--- src/rtl/serial_tx_byte.sv ---
// serial_tx_byte
//   Parallel-in, serial-out transmitter for the byte-serial link. A WIDTH-bit
//   word is taken through a valid/ready handshake and sent LSB first, one bit
//   per tick, with a per-bit strobe (so_en) that drives the far-end receiver's
//   en input. An optional GAP of idle ticks follows every frame.
//
//   Optional feature (macro SERIAL_TX_PARITY_EN): appends one even-parity bit
//   (XOR of the loaded word) after the data bits, giving WIDTH+1 strobes.
//
// Ports
//   clk         in   clock, rising edge
//   rst         in   asynchronous, active-high reset
//   tick        in   bit-rate enable; SHIFT/GAP/PARITY advance only on tick
//   load_valid  in   din holds a word to send
//   din         in   [WIDTH-1:0] parallel word
//   load_ready  out  block can accept a word (IDLE)
//   so          out  serial data
//   so_en       out  so holds a valid bit this cycle
//   busy        out  frame or gap in progress
//   done        out  one-cycle pulse after the last bit of a frame
module serial_tx_byte #(
    parameter int WIDTH = 8,
    parameter int GAP   = 0
) (
    input  logic             clk,
    input  logic             rst,
    input  logic             tick,
    input  logic             load_valid,
    input  logic [WIDTH-1:0] din,
    output logic             load_ready,
    output logic             so,
    output logic             so_en,
    output logic             busy,
    output logic             done
);

    localparam int CW = $clog2(WIDTH + 1);
    localparam int GW = (GAP > 0) ? $clog2(GAP + 1) : 1;
    localparam logic [CW-1:0] LAST_BIT = CW'(WIDTH - 1);
    localparam logic [GW-1:0] LAST_GAP = GW'((GAP > 0) ? GAP - 1 : 0);

    typedef enum logic [1:0] {
        S_IDLE,
        S_SHIFT,
        S_GAP
`ifdef SERIAL_TX_PARITY_EN
        , S_PARITY
`endif
    } state_t;

    // Where a frame goes once its final bit has been sent.
    localparam state_t END_STATE = (GAP > 0) ? S_GAP : S_IDLE;

    state_t           state_q, state_d;
    logic [WIDTH-1:0] sr_q, sr_d;
    logic [CW-1:0]    cnt_q, cnt_d;
    logic [GW-1:0]    gcnt_q, gcnt_d;
    logic             done_q, done_d;
`ifdef SERIAL_TX_PARITY_EN
    logic             par_q, par_d;
`endif

    always_comb begin
        state_d = state_q;
        sr_d    = sr_q;
        cnt_d   = cnt_q;
        gcnt_d  = gcnt_q;
        done_d  = 1'b0;
`ifdef SERIAL_TX_PARITY_EN
        par_d   = par_q;
`endif
        case (state_q)
            // Acceptance ignores tick: load_ready is simply "in IDLE".
            S_IDLE: begin
                if (load_valid) begin
                    sr_d    = din;
                    cnt_d   = '0;
                    state_d = S_SHIFT;
`ifdef SERIAL_TX_PARITY_EN
                    par_d   = ^din;
`endif
                end
            end
            S_SHIFT: begin
                if (tick) begin
                    sr_d  = {1'b0, sr_q[WIDTH-1:1]};
                    cnt_d = cnt_q + 1'b1;
                    if (cnt_q == LAST_BIT) begin
`ifdef SERIAL_TX_PARITY_EN
                        state_d = S_PARITY;
`else
                        state_d = END_STATE;
                        gcnt_d  = '0;
                        done_d  = 1'b1;
`endif
                    end
                end
            end
            S_GAP: begin
                if (tick) begin
                    if (gcnt_q == LAST_GAP) begin
                        gcnt_d  = '0;
                        state_d = S_IDLE;
                    end else begin
                        gcnt_d = gcnt_q + 1'b1;
                    end
                end
            end
`ifdef SERIAL_TX_PARITY_EN
            S_PARITY: begin
                if (tick) begin
                    state_d = END_STATE;
                    gcnt_d  = '0;
                    done_d  = 1'b1;
                end
            end
`endif
            default: state_d = S_IDLE;
        endcase
    end

    always_ff @(posedge clk or posedge rst) begin
        if (rst) begin
            state_q <= S_IDLE;
            sr_q    <= '0;
            cnt_q   <= '0;
            gcnt_q  <= '0;
            done_q  <= 1'b0;
`ifdef SERIAL_TX_PARITY_EN
            par_q   <= 1'b0;
`endif
        end else begin
            state_q <= state_d;
            sr_q    <= sr_d;
            cnt_q   <= cnt_d;
            gcnt_q  <= gcnt_d;
            done_q  <= done_d;
`ifdef SERIAL_TX_PARITY_EN
            par_q   <= par_d;
`endif
        end
    end

    // so follows the register directly, so it holds between ticks; so_en is
    // the strobe and only qualifies cycles where a bit is actually consumed.
    always_comb begin
        so    = 1'b0;
        so_en = 1'b0;
        case (state_q)
            S_SHIFT: begin
                so    = sr_q[0];
                so_en = tick;
            end
`ifdef SERIAL_TX_PARITY_EN
            S_PARITY: begin
                so    = par_q;
                so_en = tick;
            end
`endif
            default: ;
        endcase
    end

    // Held low while rst is asserted so no handshake can complete in reset.
    assign load_ready = (state_q == S_IDLE) && !rst;
    assign busy       = (state_q != S_IDLE);
    assign done       = done_q;

endmodule

--- config.mk ---
export PLATFORM = sky130hd
export DESIGN_NAME = serial_tx_byte
export DESIGN_NICKNAME = d
export VERILOG_FILES = /design/src/rtl/serial_tx_byte.sv
export SDC_FILE = /design/constraint.sdc
export NUM_CORES = 1
export LEC_CHECK = 0
export CAP_MARGIN = 25
export CELL_PAD_IN_SITES_DETAIL_PLACEMENT = 1
export CELL_PAD_IN_SITES_GLOBAL_PLACEMENT = 1
export CORE_MARGIN = 5
export CORE_UTILIZATION = 35
export CTS_CLUSTER_DIAMETER = 120
export CTS_CLUSTER_SIZE = 8
export DETAILED_ROUTE_END_ITERATION = 16
export PLACE_DENSITY_LB_ADDON = 0.3
export SETUP_SLACK_MARGIN = 0.05
export SLEW_MARGIN = 20
export SYNTH_ARGS = -nofsm -noshare
export SYNTH_HDL_FRONTEND = slang
export SYNTH_SLANG_ARGS = --single-unit
export TNS_END_PERCENT = 50
--- constraint.sdc ---
create_clock -name clk -period 3 [get_ports clk]
set_input_delay 0.6 -clock clk [delete_from_list [all_inputs] [get_ports clk]]
set_output_delay 0.6 -clock clk [all_outputs]
set_load 0.01 [all_outputs]
Yosys cells after proc, flatten, opt, wreduce, memory -nomap -nowiden
Index checks and enable logic that the tools add are counted.
W data, S select, Z words.
{"block": "op_classes", "addsub": 2, "n_eq_ne": 8, "muxes": 22, "n_reduce_logical": 9}
{"cell": "$mux W8", "n": 2}
{"cell": "$pmux W8 S2", "n": 1}
{"cell": "$mux W2", "n": 5}
{"cell": "$ne A2 B2 Y1 const B", "n": 5}
{"cell": "$mux W1", "n": 9}
{"cell": "$mux W4", "n": 2}
{"cell": "$pmux W4 S2", "n": 1}
{"cell": "$pmux W2 S3", "n": 1}
{"cell": "$reduce_bool A2 Y1", "n": 3}
{"cell": "$reduce_and A5 Y1", "n": 1}
{"cell": "$add A4 B1 Y4 const B", "n": 1}
{"cell": "$eq A4 B3 Y1 const B", "n": 1}
{"cell": "$reduce_and A4 Y1", "n": 1}
{"cell": "$reduce_and A3 Y1", "n": 1}
{"cell": "$eq A2 B1 Y1 const B", "n": 1}
{"cell": "$eq A2 B2 Y1 const B", "n": 1}
{"cell": "$logic_not A2 Y1", "n": 1}
{"cell": "$pmux W1 S2", "n": 1}
{"cell": "$add A1 B1 Y1 const B", "n": 1}
{"cell": "$logic_and A1 B1 Y1", "n": 1}
{"cell": "$logic_not A1 Y1", "n": 1}
{"block": "totals", "ff_bits": 16, "in_bits": 12, "output_inout_bits": 5}

Depth between registers and ports, before layout
{"block": "logic_depth", "word_depth": 4, "depth_mapped": 5}

Worst setup path before layout
No wires, ideal clock.
{"block": "synth_timing", "path_type": "input port to output port", "from": "in tick", "to": "out so_en", "arrival_time_ns": 0.992, "required_ns": 2.400, "setup_slack_ns": 1.408, "path_stages": 3, "path_cell_list": "buf_4 nand2_1 inv_1"}
{"block": "synth_via", "elab_chain_cells": 1}
{"item": "from (decl)", "line_no": "27", "source": "input logic tick,"}
{"item": "$mux W1", "line_no": "149", "source": "case (state_q)"}
{"item": "to (decl)", "line_no": "32", "source": "output logic so_en,"}
No other way between the ends.

Worst setup path after layout
Ends and elaborated chain as after synthesis.

==> qor.yml <==
hold_path:
  whs_endpoint: "sr_q[6]"
  hold_path_depth: 2
  min_from: "sr_q[6]"
  hold_path_class: "register to register"
setup_path:
  cp_data_arrival_time_ns: 1.91
  cpMaxStageDelayCell: "clkdlybuf4s50_1"
  path_class: "primary input to primary output"
  cp-end-kind: "primary output"
  r2r-end: "sr_q[0]"
  worst-r2r-cell-count: 3
  slowest_delay_ns: 0.55
  startpoint_type: "primary input"
  crit_path_frequent_cell: "clkdlybuf4s50_1"
  crit_fanout: 5
  rrSetupSlack_ns: 1.69
  crit_chain: "clkdlybuf4s50_1 -> nand2_1 -> inv_1 -> clkdlybuf4s50_1"
  crit_required_ns: 2.40
  timing.rr.start: "state_q[0]"
clocking:
  cts_sinks: 14
  cts_hold_buf: 0
  clockBufferDepth: 2
  numCtsBuffers: 3
  worstSkewPairLatency_ns: 0.28
  cts_resized: 0
  path_clk_slew_ns: 0.09
  cts_max_level: 1
  clockRootBuffer: "clkbuf_4"
  cts_tree: "built"
  cts_setup_buffers: 0
routing:
  drt_pre_antenna_iters: 4
  viasPerCell: 4.796
  drc: 0
  wl_per_cell_um: 14.13
  drt_iter0_markers: 1
  routed_wl_um: 1597
  num_vias: 542
  drtAntennaViolNets: 0
synthesis:
  yosysMostFrequentCell: "dfrtp_1"
  mappedNetlistNets: 81
  synth-edff-count: 0
  yosys.area.top_type: "dfrtp_1"
  synthFlopType: "dfrtp_1"
  ys_warn_count: 0
  yosys-top-cells-count: "dfrtp_1, nand2_1, inv_1"
  yosys.area.top_type_share_pct: 50.91
  synthArstFlopShare_pct: 100.0
  synth-seq-cells: 14
  syn_avg_cell_area_um2: 10.12
  synth_cells: 68
  synth_area_um2: 688.2
  yosysSeqAreaShare_pct: 50.91
  synth_area_leaders: "dfrtp_1, mux2i_1, nand2_1"
  ys_types: 25
placed_design:
  gp_congestion: 0.7858
  io_buffers: 16
  hpwl_um: 1150
timing:
  hold_viol_final: 0
  worstMarginPinSlew_ns: 0.5413
  period_needed_ns: 2.509
  setup_viol: 0
  skew_ns: 0.0007931
  finalCritPeriodShare_pct: 83.65
  finalSetupTns_ns: 0
  max_freq_mhz: 398.5
  drv_slew: 0
  whs_ns: 0.5092
  rsz0062_at_grt: "no"
  max_slew_margin_pct: 63.88
floorplanning:
  rows: 16
  die_area_mm2: 0.002953
  die_x_um: 54.34
  io_pins: 17
  start_util_pct: 35.81
  die_h_um: 54.34
  core_mm2: 0.001922
global_route:
  grt_max_degree: 19
  track_usage_pct: 13.56
  antenna_found_initial: 0
  grt_pass1_vias: 599
  grt_pass1_wl_um: 2801
  grt.overflow.total: 0
cells_and_area:
  syn_to_final_growth_pct: 31.45
  drive_above_1_share_pct: 8.140
  n_fill_cell: 230
  insertedDiodeCount: 0
  nNetsFinal: 100
pwr:
  irDropWorstVdd_uv: 315.4
  p_leak_uw: 0.0003967
  power_density_mw_per_mm2: 710.7
run:
  drv_cap: 0
outcome:
  status: "finished, final reports clean"
per-layer routing:
layer / up-vias / part of all wire (%) / routed length, um / GRT usage, %
li1: 273 / - / - / -
met1: 254 / 48 / 768 / 17.76
met2: 11 / 47 / 754 / 21.91
met3: 4 / 2.8 / 45 / 1.907
met4: 0 / 1.8 / 28 / 6.224
met5: - / 0 / 0 / 0
per-stage QoR:
stage                     util, %  cell area [um^2]  setup WS (ns)  instances  power [uW]
after detailed placement    45.18             868.3         0.4791        109       511.5
after global routing        47.07             904.6         0.4141        113       695.7
after global placement      45.18             868.3         0.5057        109       505.0
after CTS                   47.07             904.6         0.4791        113       649.6
after floorplan                 -             688.2          1.408         68       433.2
final                       47.07             904.6         0.4905        113       642.9
final cells by class:
type / instances / area [um^2] / area share (%)
Tap cell: 27 / 33.78 / 3.734
Timing Repair Buffer: 18 / 175.2 / 19.36
Inverter: 5 / 18.77 / 2.075
Clock buffer: 4 / 36.28 / 4.011
Sequential cell: 14 / 350.3 / 38.73
Multi-Input combinational cell: 45 / 290.3 / 32.09
state kept, by name, indices dropped and copies added, names as in the netlist:
signal   cells
cnt_q        4
sr_q         8
state_q      1
done         1
power breakdown:
| group | switching [uW] | internal (uW) | total, uW |
|---|---|---|---|
| Combinational | 88.4 | 112 | 200 |
| Clock | 62.3 | 73.8 | 136 |
| Sequential | 52.1 | 255 | 307 |
| Total | 203 | 440 | 643 |
cells in the final DEF (no fill, tap or decap), drive strengths merged:
master / count
nand3b: 2
nor2b: 2
o21ai: 3
nor2: 4
a21boi: 1
clkdlybuf4s50: 16
nand3: 4
a22o: 2
nand2: 7
clkbuf: 4
dfrtp: 14
nor3: 1
a21oi: 4
a211oi: 2
nand2b: 1
xnor2: 1
and2: 1
a221o: 1
buf: 2
nand4: 1
mux2i: 4
inv: 5
ha: 1
o22ai: 3
worst max path at each step:
stage | endpoint | from | slack [ns] | cells past startpoint
floorplan | so_en | tick | 1.41 | 3
global placement | so_en | tick | 0.51 | 4
detailed placement | so_en | tick | 0.48 | 4
CTS | so_en | tick | 0.48 | 4
global route | so_en | tick | 0.41 | 4
finish | so_en | tick | 0.49 | 4
cells by family (layout without fill, tap and decap cells):
logic type,Yosys count,in the layout,synth area share [%]
flip-flops,14,14,50.91
adder cells (fa/ha/maj),1,1,1.818
AND/OR/NAND/NOR,23,23,16.36
multiplexers,4,4,7.636
XOR/XNOR,1,1,1.273
buffers and inverters,9,27,6.910
AO/OA/AOI/OAI,16,16,15.09
critical path, delay by kind of cell:
family / cells / cell delay, ns
buf+inv: 3 / 1.18
simple gates: 1 / 0.13
Power figures use the tool's default switching activity.
